==> config.mk <==
export PLATFORM = sky130hd
export DESIGN_NAME = pw_conv_scheduler
export DESIGN_NICKNAME = d
export VERILOG_FILES = /design/src/rtl/pw_conv_scheduler.sv
export SDC_FILE = /design/constraint.sdc
export NUM_CORES = 1
export LEC_CHECK = 0
export ABC_AREA = 1
export BUFFER_PORTS_ARGS = -buffer_cell sky130_fd_sc_hd__buf_2
export CELL_PAD_IN_SITES_DETAIL_PLACEMENT = 1
export CELL_PAD_IN_SITES_GLOBAL_PLACEMENT = 1
export CORE_MARGIN = 10
export CORE_UTILIZATION = 39
export CTS_CLUSTER_DIAMETER = 80
export CTS_CLUSTER_SIZE = 8
export DETAILED_ROUTE_END_ITERATION = 6
export GPL_ROUTABILITY_DRIVEN = 0
export PLACE_DENSITY_LB_ADDON = 0.1
export SYNTH_ARGS = -nofsm -noshare
export SYNTH_HDL_FRONTEND = slang
export SYNTH_SLANG_ARGS = --single-unit
export TNS_END_PERCENT = 30
==> constraint.sdc <==
create_clock -name clk -period 2.2 [get_ports clk]
set_clock_uncertainty 0.1 [all_clocks]
set_input_delay 0 -clock clk [delete_from_list [all_inputs] [get_ports clk]]
set_output_delay 0 -clock clk [all_outputs]
set_load 0.05 [all_outputs]
==> src/rtl/pw_conv_scheduler.sv <==
// pw_conv_scheduler
// -----------------------------------------------------------------------------
// Frame-level sequencer for the pointwise-conv input path. Full-width pixels
// (OUT_CHANNEL channels) arrive on a valid/ready stream and are re-issued to
// the PW array as two IN_CHANNEL-wide half-beats, low half first. The block
// counts pixels against a frame length latched at start, flags the high half
// of the final pixel with m_last, and pulses done when the frame completes.
// Upstream bubbles and downstream stalls are both tolerated.
//
// OUT_CHANNEL must equal 2*IN_CHANNEL.
//
// Optional feature (macro PW_SCHED_PERF_EN): adds the stall_cnt output, a
// saturating 32-bit counter of cycles lost to downstream back-pressure or to
// missing input while waiting for a pixel. Without the macro the port and its
// logic are absent.
//
// Ports:
//   clk, rstn            clock, asynchronous active-low reset
//   start, cfg_pix_num   one-cycle frame start and frame length (pixels),
//                        sampled only while idle
//   abort                synchronous frame abort, highest priority
//   s_valid/s_ready/s_data   input pixel stream
//   m_valid/m_ready/m_data   output half-beat stream
//   m_half               0 = low half, 1 = high half
//   m_last               high half of the final pixel of the frame
//   busy                 high from accepted start until done
//   done                 one-cycle pulse at frame end
//   stall_cnt            (PW_SCHED_PERF_EN only) stall cycle counter
// -----------------------------------------------------------------------------
module pw_conv_scheduler #(
    parameter int DATA_WIDTH    = 8,
    parameter int IN_CHANNEL    = 9,
    parameter int OUT_CHANNEL   = 18,
    parameter int PIX_CNT_WIDTH = 16
) (
    input  logic                              clk,
    input  logic                              rstn,
    input  logic                              start,
    input  logic [PIX_CNT_WIDTH-1:0]          cfg_pix_num,
    input  logic                              abort,
    input  logic                              s_valid,
    output logic                              s_ready,
    input  logic [DATA_WIDTH*OUT_CHANNEL-1:0] s_data,
    output logic                              m_valid,
    input  logic                              m_ready,
    output logic [DATA_WIDTH*IN_CHANNEL-1:0]  m_data,
    output logic                              m_half,
    output logic                              m_last,
    output logic                              busy,
    output logic                              done
`ifdef PW_SCHED_PERF_EN
    ,
    output logic [31:0]                       stall_cnt
`endif
);

    localparam int HALF_W = DATA_WIDTH * IN_CHANNEL;

    typedef enum logic [1:0] {
        IDLE = 2'd0,
        LO   = 2'd1,
        HI   = 2'd2,
        DONE = 2'd3
    } state_e;

    state_e                   state_q, state_d;

    logic                     m_valid_q, m_valid_d;
    logic [HALF_W-1:0]        m_data_q,  m_data_d;
    logic                     m_half_q,  m_half_d;
    logic                     m_last_q,  m_last_d;
    logic [HALF_W-1:0]        hold_q,    hold_d;
    logic [PIX_CNT_WIDTH-1:0] cnt_q,     cnt_d;
    logic [PIX_CNT_WIDTH-1:0] cfg_q,     cfg_d;
    logic                     busy_q,    busy_d;
    logic                     done_q,    done_d;

    logic                     out_free;
    logic                     s_accept;
    logic                     last_pix;
    logic                     start_ok;

    // The output register may be reloaded when it is empty or its current
    // beat is being consumed this cycle.
    assign s_accept = s_valid && s_ready;
    assign last_pix = (cnt_q == (cfg_q - PIX_CNT_WIDTH'(1)));
    assign start_ok = start && (cfg_pix_num != '0);

    // State register.
    always_ff @(posedge clk or negedge rstn) begin
        if (!rstn) begin
            state_q <= IDLE;
        end else begin
            state_q <= state_d;
        end
    end

    // Next-state logic. abort overrides every transition, including a start
    // arriving in the same cycle while idle.
    always_comb begin
        state_d = state_q;
        if (abort) begin
            state_d = IDLE;
        end else begin
            case (state_q)
                IDLE: if (start_ok) state_d = LO;
                LO:   if (s_accept) state_d = HI;
                HI:   if (out_free) state_d = last_pix ? DONE : LO;
                DONE: if (out_free) state_d = IDLE;
                default: state_d = IDLE;
            endcase
        end
    end

    // Output logic: input is only taken in LO, and only when the output
    // register can take the low half in the same cycle.
    always_comb begin
        out_free = !m_valid_q || m_ready;
        s_ready  = (state_q == LO) && out_free;
    end

    // Datapath next values. m_valid drops once its beat is consumed unless a
    // new beat is loaded in the same cycle; payload fields only change on a
    // load, so they hold stable while stalled.
    always_comb begin
        m_valid_d = m_valid_q && !m_ready;
        m_data_d  = m_data_q;
        m_half_d  = m_half_q;
        m_last_d  = m_last_q;
        hold_d    = hold_q;
        cnt_d     = cnt_q;
        cfg_d     = cfg_q;
        busy_d    = busy_q;
        done_d    = 1'b0;

        if (abort) begin
            m_valid_d = 1'b0;
            m_last_d  = 1'b0;
            busy_d    = 1'b0;
            cnt_d     = '0;
        end else begin
            case (state_q)
                IDLE: begin
                    if (start_ok) begin
                        cfg_d  = cfg_pix_num;
                        cnt_d  = '0;
                        busy_d = 1'b1;
                    end else if (start) begin
                        // Empty frame: report completion without going busy.
                        done_d = 1'b1;
                    end
                end
                LO: begin
                    if (s_accept) begin
                        m_data_d  = s_data[HALF_W-1:0];
                        m_half_d  = 1'b0;
                        m_last_d  = 1'b0;
                        m_valid_d = 1'b1;
                        hold_d    = s_data[2*HALF_W-1:HALF_W];
                    end
                end
                HI: begin
                    if (out_free) begin
                        m_data_d  = hold_q;
                        m_half_d  = 1'b1;
                        m_last_d  = last_pix;
                        m_valid_d = 1'b1;
                        cnt_d     = cnt_q + PIX_CNT_WIDTH'(1);
                    end
                end
                DONE: begin
                    if (out_free) begin
                        m_valid_d = 1'b0;
                        m_last_d  = 1'b0;
                        done_d    = 1'b1;
                        busy_d    = 1'b0;
                    end
                end
                default: ;
            endcase
        end
    end

    // Datapath registers.
    always_ff @(posedge clk or negedge rstn) begin
        if (!rstn) begin
            m_valid_q <= 1'b0;
            m_data_q  <= '0;
            m_half_q  <= 1'b0;
            m_last_q  <= 1'b0;
            hold_q    <= '0;
            cnt_q     <= '0;
            cfg_q     <= '0;
            busy_q    <= 1'b0;
            done_q    <= 1'b0;
        end else begin
            m_valid_q <= m_valid_d;
            m_data_q  <= m_data_d;
            m_half_q  <= m_half_d;
            m_last_q  <= m_last_d;
            hold_q    <= hold_d;
            cnt_q     <= cnt_d;
            cfg_q     <= cfg_d;
            busy_q    <= busy_d;
            done_q    <= done_d;
        end
    end

    assign m_valid = m_valid_q;
    assign m_data  = m_data_q;
    assign m_half  = m_half_q;
    assign m_last  = m_last_q;
    assign busy    = busy_q;
    assign done    = done_q;

`ifdef PW_SCHED_PERF_EN
    logic [31:0] stall_cnt_q, stall_cnt_d;
    logic        stall_now;

    // A cycle counts once even if back-pressure and input starvation coincide.
    // An accepted start clears the count; it saturates rather than wrapping.
    always_comb begin
        stall_now   = (busy_q && m_valid_q && !m_ready) ||
                      ((state_q == LO) && !s_valid);
        stall_cnt_d = stall_cnt_q;
        if ((state_q == IDLE) && start_ok && !abort) begin
            stall_cnt_d = '0;
        end else if (stall_now && (stall_cnt_q != '1)) begin
            stall_cnt_d = stall_cnt_q + 32'd1;
        end
    end

    always_ff @(posedge clk or negedge rstn) begin
        if (!rstn) begin
            stall_cnt_q <= '0;
        end else begin
            stall_cnt_q <= stall_cnt_d;
        end
    end

    assign stall_cnt = stall_cnt_q;
`endif

endmodule

Word level (Yosys, flattened, before mapping)

Cells that the tools add are included.

Register bits: 183
Bits in latches: 0
Bits in writable memories: 0
Bits in read-only memories: 0
Input bits: 166
Output and inout port bits: 78
Logic and storage cells: 77
Memories kept: 0

Add/subtract/negate cells: 2
Multipliers: 0
Divide/modulo/power cells: 0
Magnitude comparators: 0
Equality and inequality tests: 10
Shift operators: 0
Muxes and demuxes: 34
Bitwise gates (word level): 1
Reductions and logical operators: 20

Operators with widths:

| operator                                                              | number |
|---|---|
| 72-bit 2-to-1 mux                                                     | 2 |
| 72-bit case mux with 2 select lines                                   | 1 |
| 16-bit 2-to-1 mux                                                     | 3 |
| 16-bit case mux with 2 select lines                                   | 1 |
| 16-bit by 1-bit adder with 16-bit output (second input constant)      | 1 |
| 16-bit == test                                                        | 1 |
| 16-bit nonzero test                                                   | 1 |
| 16-bit by 1-bit subtractor with 16-bit output (second input constant) | 1 |
| 1-bit 2-to-1 mux                                                      | 15 |
| 2-bit 2-to-1 mux                                                      | 6 |
| 3-bit != test (second input constant)                                 | 4 |
| 3-bit AND reduction                                                   | 4 |
| 4-bit AND reduction                                                   | 3 |
| 2-bit case mux with 4 select lines                                    | 1 |
| 1-bit case mux with 2 select lines                                    | 3 |
| 1-bit case mux with 3 select lines                                    | 2 |
| 3-bit nonzero test                                                    | 2 |
| 2-bit == test (second input constant)                                 | 2 |
| 1-bit logical AND                                                     | 4 |
| 2-bit != test (second input constant)                                 | 2 |
| 4-bit nonzero test                                                    | 1 |
| 2-bit by 1-bit == test with 1-bit output (second input constant)      | 1 |
| 1-bit logical NOT                                                     | 2 |
| 2-bit logical NOT                                                     | 1 |
| other kinds (3)                                                       | 3 |

Logic depth before layout (Yosys ltp)

Depth in word-level cells: 7
Depth in mapped cells: 14
Depth with buffers taken out: 14

Worst setup path before layout

No wires, ideal clock.

Path type: register -> register
From: register state_q[1]
To: register hold_q[13]
Setup time: 125 ps
Data arrival time: 2468 ps
Data required time: 1975 ps
Setup slack: -493 ps
Cell stages (with the launch flop): 9
Path buffers: 1
Clock period less this slack: 2693 ps
Cells stage by stage: dfrtp_1 -> inv_1 -> ha_1 -> inv_1 -> nor2_1 -> nand2_1 -> nor2_2 -> buf_4 -> mux2_2

Cells in the longest elaborated chain, start to end: 4

Ends and longest elaborated chain:

| item                                     | line | source |
|---|---|---|
| from (decl)                              | 66   | `state_e state_q, state_d;` |
| from (signal assigned)                   | 94   | `state_q <= state_d;` |
| 2-bit by 1-bit == test with 1-bit output | 119  | `s_ready = (state_q == LO) && out_free;` |
| 1-bit logical AND                        | 119  |  |
| net s_ready                              | 42   | `output logic s_ready,` |
| 1-bit logical AND                        | 85   | `assign s_accept = s_valid && s_ready;` |
| 3-bit AND reduction (no line)            | n/a  |  |
| to (signal assigned)                     | 201  | `hold_q <= hold_d;` |
| to (decl)                                | 72   | `logic [HALF_W-1:0] hold_q, hold_d;` |

The timed path passes the listed nets, and every way through them passes these cells.
A chain may end at the register's enable or synchronous reset.

Worst setup path in the final report

From: register state_q[0]
To: register m_data_q[42] (netlist: m_data[42])

Cells in the longest elaborated chain, start to end: 5
Elaborated cells on any way between the ends: 9
Those cells by class: 4 x eq/ne; 1 x mux; 4 x reduce/logical

Ends and longest elaborated chain:

| item                                     | line     | source |
|---|---|---|
| 2-bit by 1-bit == test with 1-bit output | 119, 142 |  |
| 1-bit logical AND                        | 119      |  |
| 1-bit logical AND                        | 85       |  |
| 2-bit != test (no line)                  | n/a      |  |
| 4-bit AND reduction (no line)            | n/a      |  |
| to (signal assigned)                     | 198      | `m_data_q <= m_data_d;` |
| to (decl)                                | 69       | `logic [HALF_W-1:0] m_data_q, m_data_d;` |

Several ways; a longest one is shown, not always the timed one.

==> impl_metrics.yaml <==
synth:
  synth_top_area_frac: 0.536
  syn_nets: 1098
  syn_area_per_cell_um2: 9.24
  synth-xor-area-share: 0.0170
  synthAdderAreaFrac: 0.0103
  yosysUniqueCellTypes: 38
  synthTopCellsByArea: "dfrtp_1, nand2_1, mux2_2, a31oi_1, nor2_1"
  ys_ff_latch: 183
  synthCells: 925
  synth_seq_area_share: 0.536
  syn_area_um2: 8540
  synthMuxAreaShare: 0.0949
  yosys_warnings: 0
  synth_top_cell_by_area: "dfrtp_1"
  synth-simple-area-share: 0.211
  synth_top_family_by_area: "simple AND/OR/NAND/NOR gates"
  synth_compound_area_frac: 0.0845
critical_path:
  crit_cells: 5
  r2r_setup_slack_ps: 140
  reg2reg_to: "m_data[42]$_DFFE_PN0P_"
  cp-start-kind: "register"
  rr_worst_depth: 5
  startpoint: "state_q[0]$_DFFE_PN0P_"
  crit_type: "register to register"
  rr_startpoint: "state_q[0]$_DFFE_PN0P_"
  arrival_ps: 2310
  crit_chain: "inv_1 > ha_2 > buf_4 > nand2_1 > a31oi_1"
  worstSetupEndpoint: "m_data[42]$_DFFE_PN0P_"
  crit_family: "buffers and inverters"
  worstPathRequired_ps: 2450
  max_stage_delay_ps: 610
  cp_slowest_cell: "buf_4"
  critPathMaxFanout: 63
  endpoint_kind: "register"
  path_buf_inv: 2
floorplan:
  die-area_um2: 28200
  io_pins: 244
  rows: 54
  fp.dieW_um: 168
  core_area_um2: 21700
  start_util: 0.394
  dieHeight_um: 168
timing:
  fmax_ghz: 0.485
  fin_crit_sh: 0.938
  rsz0062_at_grt: "true"
  period_needed_ps: 2060
  slew_headroom: 0.480
  worst_pin_slew_ps: 780
  tns_ps: 0
  finalHoldViolCount: 0
  slew_violations: 0
  setup_violations: 0
place:
  hpwl_um: 19300
  dp.cells: 1420
  place_area_um2: 10100
  numPortBuffers: 243
power:
  combinationalPowerShare: 0.475
  internal-power_mw: 9.00
  clkPwrFrac: 0.179
  ir_drop_uv: 662
  switching_share: 0.469
  p_leak_nw: 5.84
  power_density_nw_per_um2: 1360
  p_sw_mw: 7.97
  seqPwrFrac: 0.346
layout:
  stdcell_area_um2: 12500
  multi_input_area_um2: 3600
  final_cell_mix: "nand2_1, buf_2, dfrtp_1"
  finalNetCount: 1500
  register_area_um2: 4580
  syn_to_final_growth_pct: 45.9
  fillCellCount: 2519
  stdcell_count: 1627
  final_core_util: 0.575
  drive_gt1_frac: 0.287
  final_common_cell: "nand2_1"
clock_network:
  cts_buffers: 17
  root_buffer: "clkbuf_16"
  path_clk_slew_ps: 70
  cts_tree: "yes"
  cts.sinks: 183
  htree_levels: 4
  clock_path_buffers: 2
  postCtsSetupBuffers: 0
  clk_latency_ps: 430
routing:
  wl_per_cell_um: 19.8
  totalWireLength_um: 32200
  drt-initial-drc-count: 404
  drcViolationCount: 0
  drtAntennaViolNets: 0
  vias: 8161
  viasPerCell: 5.02
  firstDrtPassIters: 6
global_routing:
  grt_first_pass_wirelength_um: 49800
  grt_pass1_vias: 9185
  grt_use_total: 0.219
  gr-total-overflow: 0
  grt_antenna_before_repair: 7
  grt_start_max_net_pins: 77
flow_run:
  max_cap_viol_count: 0
status:
  outcome: "completed"
hold_path:
  worstHoldPathType: "input port to register"
worst min-delay path, stage by stage:
cell	delay [ps]
buf_2	90
nor2_2	70
inv_1	140
nand3_1	90
nand3_1	70
nand2_1	60
sequential cells by signal (all words and copies together) (netlist names):
name and flops:
busy 1, cfg_q 16, cnt_q 16, done 1, hold_q 72, m_data 72
m_half 1, m_last 1, m_valid 1, state_q 2
cells in the mapped netlist:
master	instances
mux2_2	60
clkbuf_1	17
inv_1	45
nor3_4	1
nor2_1	118
nand3b_4	1
nor3_2	1
a31oi_1	72
nand2_2	2
or2_2	1
nand3_1	25
a211oi_1	2
o22ai_1	1
nand3_2	2
xnor2_1	3
nor2_2	5
o21ai_0	22
o21ai_1	7
nand3_4	1
nor3_1	5
o21a_1	1
xor2_1	11
dfrtp_1	183
nand4_1	3
o21bai_1	1
nand2_4	1
nor2_4	4
and2_1	1
a21boi_0	2
nand2_1	261
inv_2	4
nand3b_1	2
xnor3_1	1
a21oi_1	15
mux2_1	12
buf_2	16
buf_4	9
ha_1	7
power groups by stage:
stage | sequential (mW) | combinational [mW] | clock (mW)
after floorplan | 8.00 | 3.19 | 0
after global placement | 5.80 | 7.32 | 0
after detailed placement | 5.85 | 7.53 | 0
after CTS | 5.81 | 7.76 | 3.09
after global routing | 6.06 | 8.75 | 3.24
final | 5.87 | 8.06 | 3.04
how the worst min path moves through the flow:
stage	start	end	slack, ps	cells past startpoint
3_3_place_gp	rstn	cfg_q[13]$_DFFE_PN0P_	-50	1
4_1_cts	m_ready	m_valid$_DFF_PN0_	20	6
6_report	m_ready	m_valid$_DFF_PN0_	20	6
5_1_grt	rstn	cfg_q[13]$_DFFE_PN0P_	60	2
2_1_floorplan	rstn	busy$_DFFE_PN0P_	-400	0
3_5_place_dp	rstn	cfg_q[13]$_DFFE_PN0P_	-50	1
cells by family (layout without fill, tap and decap cells):
group | count (synthesis) | after routing
compound gates | 123 | 123
xor+xnor | 15 | 15
fa+ha+maj | 7 | 7
buf+inv | 91 | 506
flops | 183 | 183
mux | 72 | 72
other cells | 0 | 7
simple gates | 434 | 434
layer usage:
layer | share of wire | global-route usage
met1 | 0.39 | 0.237
met2 | 0.52 | 0.393
met3 | 0.059 | 0.0661
met4 | 0.028 | 0.0795
met5 | 0 | 0
metrics by stage:
step           setup slack (ps)  power, mW  hold WS, ps
2_1_floorplan              45.4       11.2         -396
3_3_place_gp                156       13.1        -52.7
3_5_place_dp               3.48       13.4        -48.1
4_1_cts                    11.8       16.7         23.1
5_1_grt                   -15.6       18.1         62.7
6_report                    137       17.0         24.6
what timing repair did:
item / 4_1_cts / 5_1_grt
endpoints found under the setup margin: 0 / 97
hold buffers: 165 / 0
resized for setup: 0 / 13
endpoints found under the hold margin: 329 / 0
layout make-up:
class                           instances  share of cell area
Inverter                               49              0.0152
Tap cell                              280              0.0281
Antenna cell                            7             0.00141
Clock inverter                         13              0.0105
Sequential cell                       183               0.368
Multi-Input combinational cell        651               0.289
Timing Repair Buffer                  425               0.253
Clock buffer                           19              0.0355
Note: power is estimated with default switching activity, not from simulation.
